--- config.mk ---
export PLATFORM = sky130hd
export DESIGN_NAME = shift_sequencer_flat
export DESIGN_NICKNAME = d
export VERILOG_FILES = /design/src/rtl/shift_sequencer_pkg.sv /design/src/rtl/shift_sequencer_if.sv /design/src/rtl/shift_sequencer_shift_step.sv /design/src/rtl/shift_sequencer.sv /design/src/flat_wrapper.sv
export SDC_FILE = /design/constraint.sdc
export NUM_CORES = 1
export LEC_CHECK = 0
export CELL_PAD_IN_SITES_DETAIL_PLACEMENT = 2
export CELL_PAD_IN_SITES_GLOBAL_PLACEMENT = 2
export CORE_MARGIN = 2
export CORE_UTILIZATION = 39
export DETAILED_ROUTE_END_ITERATION = 8
export DONT_BUFFER_PORTS = 1
export HOLD_SLACK_MARGIN = 0.02
export PLACE_DENSITY = 0.95
export SYNTH_ARGS = -nofsm -noshare
export SYNTH_HDL_FRONTEND = slang
export SYNTH_SLANG_ARGS = --single-unit
--- constraint.sdc ---
create_clock -name clk -period 6.35 [get_ports clk]
set_input_delay 1.27 -clock clk [delete_from_list [all_inputs] [get_ports clk]]
set_output_delay 1.27 -clock clk [all_outputs]
set_load 0.01 [all_outputs]
--- src/rtl/shift_sequencer_pkg.sv ---
// Shared op and state encodings for the shift sequencer.
// The core control FSM also uses the op encodings.
package shift_sequencer_pkg;

  typedef enum logic [1:0] {
    OP_SLL  = 2'b00,
    OP_SRL  = 2'b01,
    OP_SRA  = 2'b10,
    OP_RSVD = 2'b11
  } op_e;

  typedef enum logic [1:0] {
    IDLE  = 2'd0,
    SHIFT = 2'd1,
    DONE  = 2'd2
  } state_e;

  localparam int STEP_W = 3;

endpackage

--- src/rtl/shift_sequencer_if.sv ---
// Start/busy/done handshake bundle between core control and shifter.
// master = core control, slave = shift_sequencer.
interface shift_sequencer_if #(
  parameter int WIDTH   = 32,
  parameter int SHAMT_W = 5
);

  logic               start;
  logic [1:0]         op;
  logic [WIDTH-1:0]   data_in;
  logic [SHAMT_W-1:0] shamt;
  logic               busy;
  logic               done;
  logic [WIDTH-1:0]   result;

  modport master (
    output start, op, data_in, shamt,
    input  busy, done, result
  );

  modport slave (
    input  start, op, data_in, shamt,
    output busy, done, result
  );

endinterface

--- src/rtl/shift_sequencer_shift_step.sv ---
// One combinational shift step of 1, 2 or 4 bits for SLL/SRL/SRA.
// shl2 is the fixed left-by-2 block used for the common 2-bit step.
module shl2 #(
  parameter int WIDTH = 32
) (
  input  logic [WIDTH-1:0] value,
  output logic [WIDTH-1:0] shifted
);

  assign shifted = {value[WIDTH-3:0], 2'b00};

endmodule

module shift_step
  import shift_sequencer_pkg::*;
#(
  parameter int WIDTH = 32
) (
  input  logic [WIDTH-1:0]  value,
  input  op_e               op,
  input  logic [STEP_W-1:0] step,
  output logic [WIDTH-1:0]  stepped
);

  logic             fill;
  logic [WIDTH-1:0] left2;

  assign fill = (op == OP_SRA) & value[WIDTH-1];

  shl2 #(.WIDTH(WIDTH)) u_shl2 (
    .value  (value),
    .shifted(left2)
  );

  // Select the stepped value by direction and step size.
  always_comb begin
    stepped = value;
    unique case (op)
      OP_SLL: begin
        unique case (1'b1)
          step[2]: stepped = value << 4;
          step[1]: stepped = left2;
          default: stepped = value << 1;
        endcase
      end
      OP_SRL, OP_SRA: begin
        unique case (1'b1)
          step[2]: stepped = {{4{fill}}, value[WIDTH-1:4]};
          step[1]: stepped = {{2{fill}}, value[WIDTH-1:2]};
          default: stepped = {fill, value[WIDTH-1:1]};
        endcase
      end
      default: stepped = value;
    endcase
  end

endmodule

--- src/rtl/shift_sequencer.sv ---
// Multi-cycle SLL/SRL/SRA controller stepping 2/1 bits per cycle.
// Define SHIFT_SEQ_STEP4_EN to also take 4-bit steps.
module shift_sequencer
  import shift_sequencer_pkg::*;
#(
  parameter int WIDTH   = 32,
  parameter int SHAMT_W = 5
) (
  input  logic            clk,
  input  logic            reset,
  shift_sequencer_if.slave bus
);

  state_e             state;
  state_e             state_n;
  logic [WIDTH-1:0]   result_q;
  logic [SHAMT_W-1:0] rem_q;
  logic [SHAMT_W-1:0] rem_dec;
  op_e                op_q;
  logic [STEP_W-1:0]  step;
  logic [WIDTH-1:0]   stepped;
  logic               accept;
  logic               skip;

  assign accept = (state == IDLE) && bus.start;
  assign skip   = (bus.shamt == '0) ||
                  (op_e'(bus.op) == OP_RSVD);

  // Largest step that does not overshoot the remaining count.
  always_comb begin
    step = STEP_W'(1);
`ifdef SHIFT_SEQ_STEP4_EN
    if (rem_q >= SHAMT_W'(4))
      step = STEP_W'(4);
    else if (rem_q >= SHAMT_W'(2))
      step = STEP_W'(2);
`else
    if (rem_q >= SHAMT_W'(2))
      step = STEP_W'(2);
`endif
  end

  assign rem_dec = rem_q - SHAMT_W'(step);

  shift_step #(.WIDTH(WIDTH)) u_step (
    .value  (result_q),
    .op     (op_q),
    .step   (step),
    .stepped(stepped)
  );

  // State register.
  always_ff @(posedge clk or posedge reset) begin
    if (reset)
      state <= IDLE;
    else
      state <= state_n;
  end

  // Next-state logic.
  always_comb begin
    state_n = state;
    unique case (state)
      IDLE: begin
        if (bus.start)
          state_n = skip ? DONE : SHIFT;
      end
      SHIFT: begin
        if (rem_dec == '0)
          state_n = DONE;
      end
      DONE:    state_n = IDLE;
      default: state_n = IDLE;
    endcase
  end

  // Operand load on accept, then one step per SHIFT cycle.
  always_ff @(posedge clk or posedge reset) begin
    if (reset) begin
      result_q <= '0;
      rem_q    <= '0;
      op_q     <= OP_SLL;
    end else if (accept) begin
      result_q <= bus.data_in;
      rem_q    <= bus.shamt;
      op_q     <= op_e'(bus.op);
    end else if (state == SHIFT) begin
      result_q <= stepped;
      rem_q    <= rem_dec;
    end
  end

  assign bus.busy   = (state != IDLE);
  assign bus.done   = (state == DONE);
  assign bus.result = result_q;

endmodule

--- src/flat_wrapper.sv ---
// flat-port wrapper written by rule: the top's interface ports become plain ports
module shift_sequencer_flat import shift_sequencer_pkg::*;
#(
  parameter int WIDTH   = 32,
  parameter int SHAMT_W = 5
)
  (clk, reset, bus_start, bus_op, bus_data_in, bus_shamt, bus_busy, bus_done, bus_result);
  shift_sequencer_if #(.WIDTH(WIDTH), .SHAMT_W(SHAMT_W)) bus_i ();
  input  logic clk;
  input  logic reset;
  input wire logic [$bits(bus_i.start)-1:0] bus_start;
  input wire logic [$bits(bus_i.op)-1:0] bus_op;
  input wire logic [$bits(bus_i.data_in)-1:0] bus_data_in;
  input wire logic [$bits(bus_i.shamt)-1:0] bus_shamt;
  output wire logic [$bits(bus_i.busy)-1:0] bus_busy;
  output wire logic [$bits(bus_i.done)-1:0] bus_done;
  output wire logic [$bits(bus_i.result)-1:0] bus_result;
  assign bus_i.start = bus_start;
  assign bus_i.op = bus_op;
  assign bus_i.data_in = bus_data_in;
  assign bus_i.shamt = bus_shamt;
  assign bus_busy = bus_i.busy;
  assign bus_done = bus_i.done;
  assign bus_result = bus_i.result;
  shift_sequencer #(.WIDTH(WIDTH), .SHAMT_W(SHAMT_W)) u_core (.clk(clk), .reset(reset), .bus(bus_i));
endmodule
==> results of run 1 <==
## worst register-to-register path: cells and delay by family (launching register included)
| family | cells | cell delay [ps] |
|---|---|---|
| buf+inv | 3 | 690 |
| simple gates | 4 | 1250 |
| compound gates | 1 | 330 |
| flops | 1 | 450 |
| fa+ha+maj | 2 | 710 |
## state kept, by name, summed over array words and instances, names as in the netlist
signal and cells:
u_core.bus.result 32, u_core.op_q 2, u_core.state 2, u_core.rem_q 5
## cells by family after synthesis
group,after synthesis
multiplexers,6
adder cells (fa/ha/maj),5
flip-flops,41
AO/OA/AOI/OAI,115
AND/OR/NAND/NOR,148
buffers and inverters,36
XOR/XNOR,1
## power groups by stage
stage	sequential, W	combinational, W	clock [W]
floorplan	0.000565	0.000879	0
global placement	0.000628	0.000980	0
detailed placement	0.000641	0.00104	0
CTS	0.000637	0.00105	0.000181
global route	0.000660	0.00118	0.000189
finish	0.000635	0.00104	0.000177
## final cells by class
cell class	instances	area (sq um)	area share [%]
inverter	10	40.0	1.40
tap	96	120	4.20
clock buffer	6	72.6	2.54
sequential	41	1030	35.9
multi-input combinational	275	1560	54.6
timing repair buffer	4	30.0	1.05
clock inverter	2	10.0	0.350
## through the flow
step / worst slack [ps] / instance area, sq um / util (%) / hold slack (ps) / power (W)
global route: 2700 / 2860 / 41.9 / 608 / 0.00203
CTS: 2870 / 2860 / 41.9 / 575 / 0.00187
global placement: 3190 / 2780 / 40.7 / 494 / 0.00161
detailed placement: 2920 / 2780 / 40.7 / 524 / 0.00168
finish: 2850 / 2860 / 41.9 / 576 / 0.00185
floorplan: 3600 / 2780 / - / 474 / 0.00144
## routing by layer
metal | up-vias | global-route usage, % | part of all wire, %
li1 | 1219 | - | -
met1 | 1318 | 29.5 | 44
met2 | 61 | 41.2 | 50
met3 | 7 | 5.88 | 5.1
met4 | 0 | 6.61 | 0.91
met5 | - | 0 | 0
## path summary, 6_finish.rpt
kind	start	endpoint	cells after the start
max	u_core.rem_q[4]$_DFFE_PP0P_	u_core.state[1]$_DFFE_PP0P_	10
min	u_core.op_q[1]$_DFFE_PP0P_	u_core.op_q[1]$_DFFE_PP0P_	2
max reg2reg	u_core.rem_q[4]$_DFFE_PP0P_	u_core.state[1]$_DFFE_PP0P_	10
min reg2reg	u_core.op_q[1]$_DFFE_PP0P_	u_core.op_q[1]$_DFFE_PP0P_	2
max in group asynchronous	reset	u_core.bus.result[11]$_DFFE_PP0P_	2
min in group asynchronous	reset	u_core.bus.result[0]$_DFFE_PP0P_	2
## cells in the final DEF, fill, tap and decap left out, drive strengths merged, types with 2 or more instances in the layout
| master | count |
|---|---|
| o21ai | 6 |
| nor2 | 9 |
| clkinv | 2 |
| inv | 10 |
| nor3 | 2 |
| nand3 | 3 |
| buf | 4 |
| clkbuf | 6 |
| mux2 | 2 |
| a211oi | 2 |
| nand2 | 126 |
| nand2b | 3 |
| dfrtp | 41 |
| o22ai | 6 |
| a22o | 2 |
| mux2i | 3 |
| ha | 4 |
| a22oi | 3 |
| a21oi | 60 |
| o22a | 2 |
| o32a | 28 |
==> results.cfg, run 1 <==
[run_status]
outcome = finished clean

[logic_synthesis]
synth_area_sq_um = 2780
synth_common_cells = nand2_1, a21oi_1, dfrtp_1, o32a_1
synth_top_family_by_area = compound AO/OA/AOI/OAI gates
async_flop_share_pct = 100
avgSynthCellArea_sq_um = 7.91
synth-main-ff-cell = dfrtp_1
synth_compound_area_share_pct = 27.8
synthSimpleGateAreaFrac_pct = 22.1
synth_xor_area_share_pct = 0.315
synthTopCellsByArea = dfrtp_1, nand2_1, a21oi_1
synth_seq_area_share_pct = 36.9
synth_cells = 352
ys.warnings.count = 0
yosys.area.top_type = dfrtp_1
synthAdderAreaFrac_pct = 2.52
synth-seq-cells = 41
synthesis.nets = 399
synth.distinct_cells = 42
synth-edff-count = 0
synth_top_cell_area_share_pct = 36.9
yosysMostFrequentCell = nand2_1
synthMuxAreaShare_pct = 2.70

[global_route]
grt_max_degree = 58
grt_pass1_wl_mm = 14.5
grt_pass1_vias = 2854
grt_use_total_pct = 23.8
grt_overflow = 0
antenna_found_initial = 0

[route]
first_iter_violations = 93
wire_per_inst_um = 20.7
via_per_inst = 6.00
vias = 2605
drt_pass1_iterations = 4
ant_nets = 0
drc = 0
wl_mm = 9.00

[layout]
nNetsFinal = 384
final_cell_count_no_fill = 434
fillers = 797
drive_gt1_share_pct = 6.51
diodes = 0
syn2layout_area_growth_pct = 2.83

[die]
dieArea_sq_um = 7830
rows = 30
start_util_pct = 40.7
dieWidth_um = 88.5
io-pin-count = 76
die_h_um = 88.5
coreArea_sq_um = 6830

[worst_setup_path]
cpMaxStageDelayCell = or4_1
cpLargestDelayFamily = simple AND/OR/NAND/NOR gates
critPathKind = flip-flop to flip-flop
cp-end-kind = flip-flop
crit_arrival_ps = 3730
slowest_delay_ps = 540
path_cells = or4_1, buf_4, inv_4, ha_1, inv_1, fa_1, nor4bb_1, nand2_1, o32a_1, nor2_1
cp.required_ps = 6580
start_kind = flip-flop
path_max_fanout = 35
r2r_slack_ps = 2850
cp_num_buf_inv = 3

[power]
power_frac_comb_pct = 56.2
p_int_w = 0.000928
p_sw_w = 0.000927
leakage_nw = 1.27
netSwitchingFraction_pct = 50.0
p_seq_share_pct = 34.2
ir_drop_mv = 0.173
p_per_area_nw_per_um2 = 648
clkPwrFrac_pct = 9.6

[timing]
finClkSkew_ps = 6.83
final.setup.tns_ps = 0
relSlewSlack_pct = 57.6
slew_violations = 0
setup_viol = 0
rsz0062_at_grt = no
finalHoldViolations = 0
worst_pin_slew_ps = 636
final.min_clock_period_ps = 3500
max_freq_ghz = 0.286
fin_crit_sh_pct = 55.1

[cts]
htree_levels = 2
cts.sinks = 41
cts_buffer_depth = 2
clk_pin_slew_ps = 80
cts_hold_buf = 0
cts_tree = yes
cts_resized = 0
clkLatencyLatePin_ps = 310
cts_setup_buffers = 0
cts_buffers = 5
cts_root_buf = clkbuf_8

[placed_design]
placedCellCount = 426
portBuffers = 0
dp_hpwl_mm = 6.37
gp_congestion = 0.858

[worst_hold_path]
hold_class = flip-flop to flip-flop

[job]
maxCapViolations = 0
(Power assumes the default switching activity.)
==> inputs of run 2 (changes only) <==
--- a/config.mk
+++ b/config.mk
@@ -5,14 +5,15 @@
 export SDC_FILE = /design/constraint.sdc
 export NUM_CORES = 1
 export LEC_CHECK = 0
+export ABC_AREA = 1
 export CELL_PAD_IN_SITES_DETAIL_PLACEMENT = 2
 export CELL_PAD_IN_SITES_GLOBAL_PLACEMENT = 2
 export CORE_MARGIN = 2
-export CORE_UTILIZATION = 39
+export CORE_UTILIZATION = 30
 export DETAILED_ROUTE_END_ITERATION = 8
 export DONT_BUFFER_PORTS = 1
 export HOLD_SLACK_MARGIN = 0.02
-export PLACE_DENSITY = 0.95
+export PLACE_DENSITY = 0.89
 export SYNTH_ARGS = -nofsm -noshare
 export SYNTH_HDL_FRONTEND = slang
 export SYNTH_SLANG_ARGS = --single-unit
==> constraint.sdc (replaced) <==
create_clock -name clk -period 3.2 [get_ports clk]
set_input_delay 0.64 -clock clk [delete_from_list [all_inputs] [get_ports clk]]
set_output_delay 0.64 -clock clk [all_outputs]
set_load 0.01 [all_outputs]
==> run 2 against run 1 <==
Global-route usage is 3.7 points lower. Sequential share of layout area down 6.0 points. Maximum frequency increased by 57%. Sequential power increased by 97%. Non-clock buffer count is 3 higher. Clock skew rose by 3.2 ps. Critical endpoint is now u_core.state[0]$_DFFE_PP0P_. Highest routed layer unchanged.
==> results.cfg, run 2 <==
[run_status]
outcome = finished clean

[global_route]
grt_pass1_wl_mm = 18.6
grt_use_total_pct = 20.0
antenna_found_initial = 0
grt_max_degree = 62
grt_pass1_vias = 3734
grt_overflow = 0

[route]
first_iter_violations = 124
wl_met2_mm = 5.72
wl_mm = 11.1
wl_met1_mm = 4.70
via_per_inst = 5.02
vias = 3390
ant_nets = 0
drt_pass1_iterations = 4
route.met3.wl_um = 527
drc = 0
wire_per_inst_um = 16.5
routed.top_layer = met4

[job]
maxCapViolations = 0

[worst_setup_path]
crit_start = u_core.rem_q[3]$_DFFE_PP0P_
r2r-start = u_core.rem_q[3]$_DFFE_PP0P_
start_kind = flip-flop
cp.required_ps = 3400
critPathKind = flip-flop to flip-flop
reg2reg_depth = 14
r2r_slack_ps = 980
path_max_fanout = 4
timing.rr.end = u_core.state[0]$_DFFE_PP0P_
cp-endpoint = u_core.state[0]$_DFFE_PP0P_
cp-end-kind = flip-flop
crit_arrival_ps = 2430

[logic_synthesis]
synthesis.nets = 596
avgSynthCellArea_sq_um = 5.97
synth_seq_area_share_pct = 31.3
synthTopCellsByArea = dfrtp_1, nand2_1, nand3_1
synth-main-ff-cell = dfrtp_1
synth_cells = 549
synth-seq-cells = 41
synth_common_cells = nand2_1, nand3_1, inv_1, dfrtp_1, or2_2
synth_top_cell_area_share_pct = 31.3
synth.distinct_cells = 26
ys.warnings.count = 0
yosys.area.top_type = dfrtp_1
synth-edff-count = 0
yosysMostFrequentCell = nand2_1
synth_area_sq_um = 3280
async_flop_share_pct = 100

[cts]
htree_levels = 2
cts_buffers = 5
cts_setup_buffers = 0
cts_resized = 0
cts_root_buf = clkbuf_8
cts_hold_buf = 0
clkLatencyLatePin_ps = 310
cts.sinks = 41
cts_tree = yes
cts_buffer_depth = 2
clk_pin_slew_ps = 90

[layout]
syn2layout_area_growth_pct = 4.92
layout_common_cells = nand2_1, nand3_1, inv_1
stdcell_area_sq_um = 3440
drive_gt1_share_pct = 9.16
largest_reg_flops = 32
fillers = 1383
layout_commonest_cell = nand2_1
diodes = 0
multiInputGateArea_sq_um = 1820
final-seq-area_sq_um = 1030
nNetsFinal = 583

[die]
dieArea_sq_um = 11800
die_h_um = 109
start_util_pct = 30.5
dieWidth_um = 109
coreArea_sq_um = 10700
io-pin-count = 76
rows = 38

[placed_design]
gp_congestion = 0.776
portBuffers = 0
dpl_cell_area_sq_um = 3370
dp_hpwl_mm = 8.32

[power]
leakage_nw = 2.03
ir_drop_mv = 0.408
p_per_area_nw_per_um2 = 1360

[timing]
max_freq_ghz = 0.450
fin_crit_sh_pct = 69.5
finClkSkew_ps = 10.0
final.min_clock_period_ps = 2220
relSlewSlack_pct = 33.9
setup_viol = 0
worst_pin_slew_ps = 987
finalHoldViolations = 0
rsz0062_at_grt = no
slew_violations = 0
final.setup.tns_ps = 0

[worst_hold_path]
hold_class = primary input to async pin
## run 2: layout make-up
type / instances / area share (%)
clock buffer: 5 / 2.00
inverter: 78 / 8.51
multi-input combinational: 403 / 52.9
timing repair buffer: 7 / 1.53
tap: 140 / 5.09
clock inverter: 1 / 0.146
sequential: 41 / 29.8
## run 2: worst min path at each step
stage	from	slack, ps	depth (start not counted)	endpoint
6_report	reset	370	2	u_core.rem_q[3]$_DFFE_PP0P_
5_1_grt	reset	410	2	u_core.rem_q[3]$_DFFE_PP0P_
4_1_cts	reset	390	2	u_core.op_q[1]$_DFFE_PP0P_
3_5_place_dp	u_core.op_q[1]$_DFFE_PP0P_	560	2	u_core.op_q[1]$_DFFE_PP0P_
3_3_place_gp	u_core.op_q[1]$_DFFE_PP0P_	500	2	u_core.op_q[1]$_DFFE_PP0P_
2_1_floorplan	u_core.op_q[1]$_DFFE_PP0P_	480	2	u_core.op_q[1]$_DFFE_PP0P_
## run 2: cell families after synthesis
family / Yosys count / share of synthesized area, %
AO/OA/AOI/OAI: 14 / 2.60
buffers and inverters: 105 / 13.4
flip-flops: 41 / 31.3
AND/OR/NAND/NOR: 383 / 50.3
adder cells (fa/ha/maj): 5 / 2.14
XOR/XNOR: 1 / 0.267
## run 2: per-stage QoR
stage / total power [W] / setup WS [ps] / utilization, % / hold WS [ps] / cells
floorplan: 0.00358 / 1030 / - / 478 / 549
detailed placement: 0.00441 / 981 / 31.3 / 556 / 669
CTS: 0.00478 / 966 / 32.0 / 388 / 675
finish: 0.00467 / 977 / 32.0 / 369 / 675
global placement: 0.00417 / 1050 / 31.3 / 504 / 669
global route: 0.00530 / 748 / 32.0 / 413 / 675
## run 2: worst max-delay path: stages, from the launching register on
cell	delay, ps
dfrtp_1	440
nor2_2	180
nand2_1	90
inv_1	150
ha_1	180
inv_1	60
fa_1	420
inv_1	100
nand2_1	60
nand2_1	80
nand2_1	70
inv_1	50
nand3_1	80
nand2_1	80
nand2_1	50
## run 2: report_power, final
group	switching, W	leakage (nW)	internal, W
combinational	0.00204	1.51	0.00104
clock	0.000197	0.0399	0.000144
sequential	0.000444	0.477	0.000809
total	0.00268	2.03	0.00199
## run 2: metal layers
| layer | track usage (%) | up-vias |
|---|---|---|
| met1 | 22.7 | 1669 |
| met2 | 37.4 | 61 |
| met3 | 4.28 | 12 |
| li1 | - | 1648 |
| met5 | 0 | - |
| met4 | 5.86 | 0 |
==> inputs of run 3 (changes only) <==
--- a/config.mk
+++ b/config.mk
@@ -9,11 +9,11 @@
 export CELL_PAD_IN_SITES_DETAIL_PLACEMENT = 2
 export CELL_PAD_IN_SITES_GLOBAL_PLACEMENT = 2
 export CORE_MARGIN = 2
-export CORE_UTILIZATION = 30
+export CORE_UTILIZATION = 33
 export DETAILED_ROUTE_END_ITERATION = 8
 export DONT_BUFFER_PORTS = 1
 export HOLD_SLACK_MARGIN = 0.02
-export PLACE_DENSITY = 0.89
+export PLACE_DENSITY = 0.92
 export SYNTH_ARGS = -nofsm -noshare
 export SYNTH_HDL_FRONTEND = slang
 export SYNTH_SLANG_ARGS = --single-unit
==> constraint.sdc (replaced) <==
create_clock -name clk -period 2.15 [get_ports clk]
set_input_delay 0.43 -clock clk [delete_from_list [all_inputs] [get_ports clk]]
set_output_delay 0.43 -clock clk [all_outputs]
set_load 0.01 [all_outputs]
==> run 3 against run 2 <==
Critical endpoint unchanged. First-iteration DRC count fell by 25%. Non-clock buffer count up 7. Critical path type unchanged. Critical path depth fell by 2.
==> results.cfg, run 3 (synthesized netlist as in run 2, its figures left out) <==
[run_status]
outcome = finished clean

[timing]
setup_slack_ps = 96.2
finClkSkew_ps = 3.17
fin_crit_sh_pct = 95.5
worst_pin_slew_ps = 598
setup_viol = 0
relSlewSlack_pct = 60.1
whs_ps = 186
final.min_clock_period_ps = 2050
max_freq_ghz = 0.487
slew_violations = 0
final.setup.tns_ps = 0
finalHoldViolations = 0

[cts]
cts_buffer_depth = 2
cts_tree = yes
cts.sinks = 41
cts_root_buf = clkbuf_8
clk_pin_slew_ps = 80
cts_buffers = 5
htree_levels = 2
cts_hold_buf = 0
clkLatencyLatePin_ps = 290

[worst_hold_path]
hold_class = primary input to async pin

[layout]
syn2layout_area_growth_pct = 7.10
drive_gt1_share_pct = 11.6
nNetsFinal = 590
layout_common_cells = nand2_1, nand3_1, inv_1
utilization_pct = 36.1
largest_reg_flops = 32
layout_commonest_cell = nand2_1
diodes = 0

[global_route]
grt_use_total_pct = 22.0
grt_max_degree = 42
antenna_found_initial = 0
grt_pass1_vias = 3975
grt_overflow = 0
grt_pass1_wl_mm = 19.6

[placed_design]
portBuffers = 0
place_ws_ps = 79.7
dp_hpwl_mm = 8.52
gp_congestion = 0.850

[die]
dieArea_sq_um = 10700
start_util_pct = 33.7
rows = 36
coreArea_sq_um = 9730
dieWidth_um = 104
die_h_um = 104
io-pin-count = 76

[route]
vias = 3448
wl_mm = 11.5
drt_pass1_iterations = 4
via_per_inst = 5.09
wire_per_inst_um = 17.0
ant_nets = 0
first_iter_violations = 93
drc = 0

[power]
p_per_area_nw_per_um2 = 2060
ir_drop_mv = 0.572
finalPower_w = 0.00723
leakage_nw = 2.06

[worst_setup_path]
start_kind = flip-flop
crit_arrival_ps = 2240
cp.required_ps = 2340
reg2reg_depth = 12
cp-end-kind = flip-flop
path_max_fanout = 4
critPathKind = flip-flop to flip-flop

[job]
maxCapViolations = 0
==> run 3: changes by cell type in the layout (fill, tap and decap cells not counted), sizes merged <==
cell / delta
clkbuf: +3
buf: +7
clkinv: -1
==> run 3: area by class of cell <==
cell class                 count  area [sq um]
multi-input combinational    403          1840
sequential                    41          1030
fill                        1290          6220
tap                          133           166
inverter                      78           293
timing repair buffer          14           105
clock buffer                   8          80.1
==> run 3: path summary, 6_finish.rpt <==
check	startpoint	end	slack, ps
min reg2reg	u_core.op_q[1]$_DFFE_PP0P_	u_core.op_q[1]$_DFFE_PP0P_	560
max reg2reg	u_core.rem_q[2]$_DFFE_PP0P_	u_core.state[0]$_DFFE_PP0P_	100
min in group clk	bus_op[1]	u_core.op_q[1]$_DFFE_PP0P_	250
max	u_core.rem_q[2]$_DFFE_PP0P_	u_core.state[0]$_DFFE_PP0P_	100
min	reset	u_core.state[1]$_DFFE_PP0P_	190
max in group asynchronous	reset	u_core.rem_q[1]$_DFFE_PP0P_	1540
==> run 3: what timing repair did <==
action,CTS,global route
gates resized for setup,0,8
setup endpoints to repair,0,3
setup buffers,0,3
==> run 3: critical path, stage by stage (launching register included) <==
cell	delay (ps)
dfrtp_2	460
nor2_4	140
nand2_2	80
inv_2	70
ha_1	140
inv_1	70
fa_2	460
inv_1	90
nand2_1	70
nor2_1	130
nand3_2	100
nand2_1	70
nand2_1	50
==> run 3: stage by stage <==
stage / cells / cell area (sq um)
2_1_floorplan: 549 / 3280
3_3_place_gp: 666 / 3390
3_5_place_dp: 666 / 3390
4_1_cts: 674 / 3470
5_1_grt: 677 / 3510
6_report: 677 / 3510
==> run 3: routing by layer <==
metal	global-route usage, %	vias up	wire [um]
met5	0	-	0
met4	3.47	0	63
met3	3.65	7	391
met2	42.4	56	5960
met1	25.9	1728	5090
li1	-	1657	-
==> run 3: power breakdown <==
group / internal [W] / switching [W]
logic: 0.00164 / 0.00321
clock network: 0.000232 / 0.000291
registers: 0.00121 / 0.000653
total: 0.00308 / 0.00415
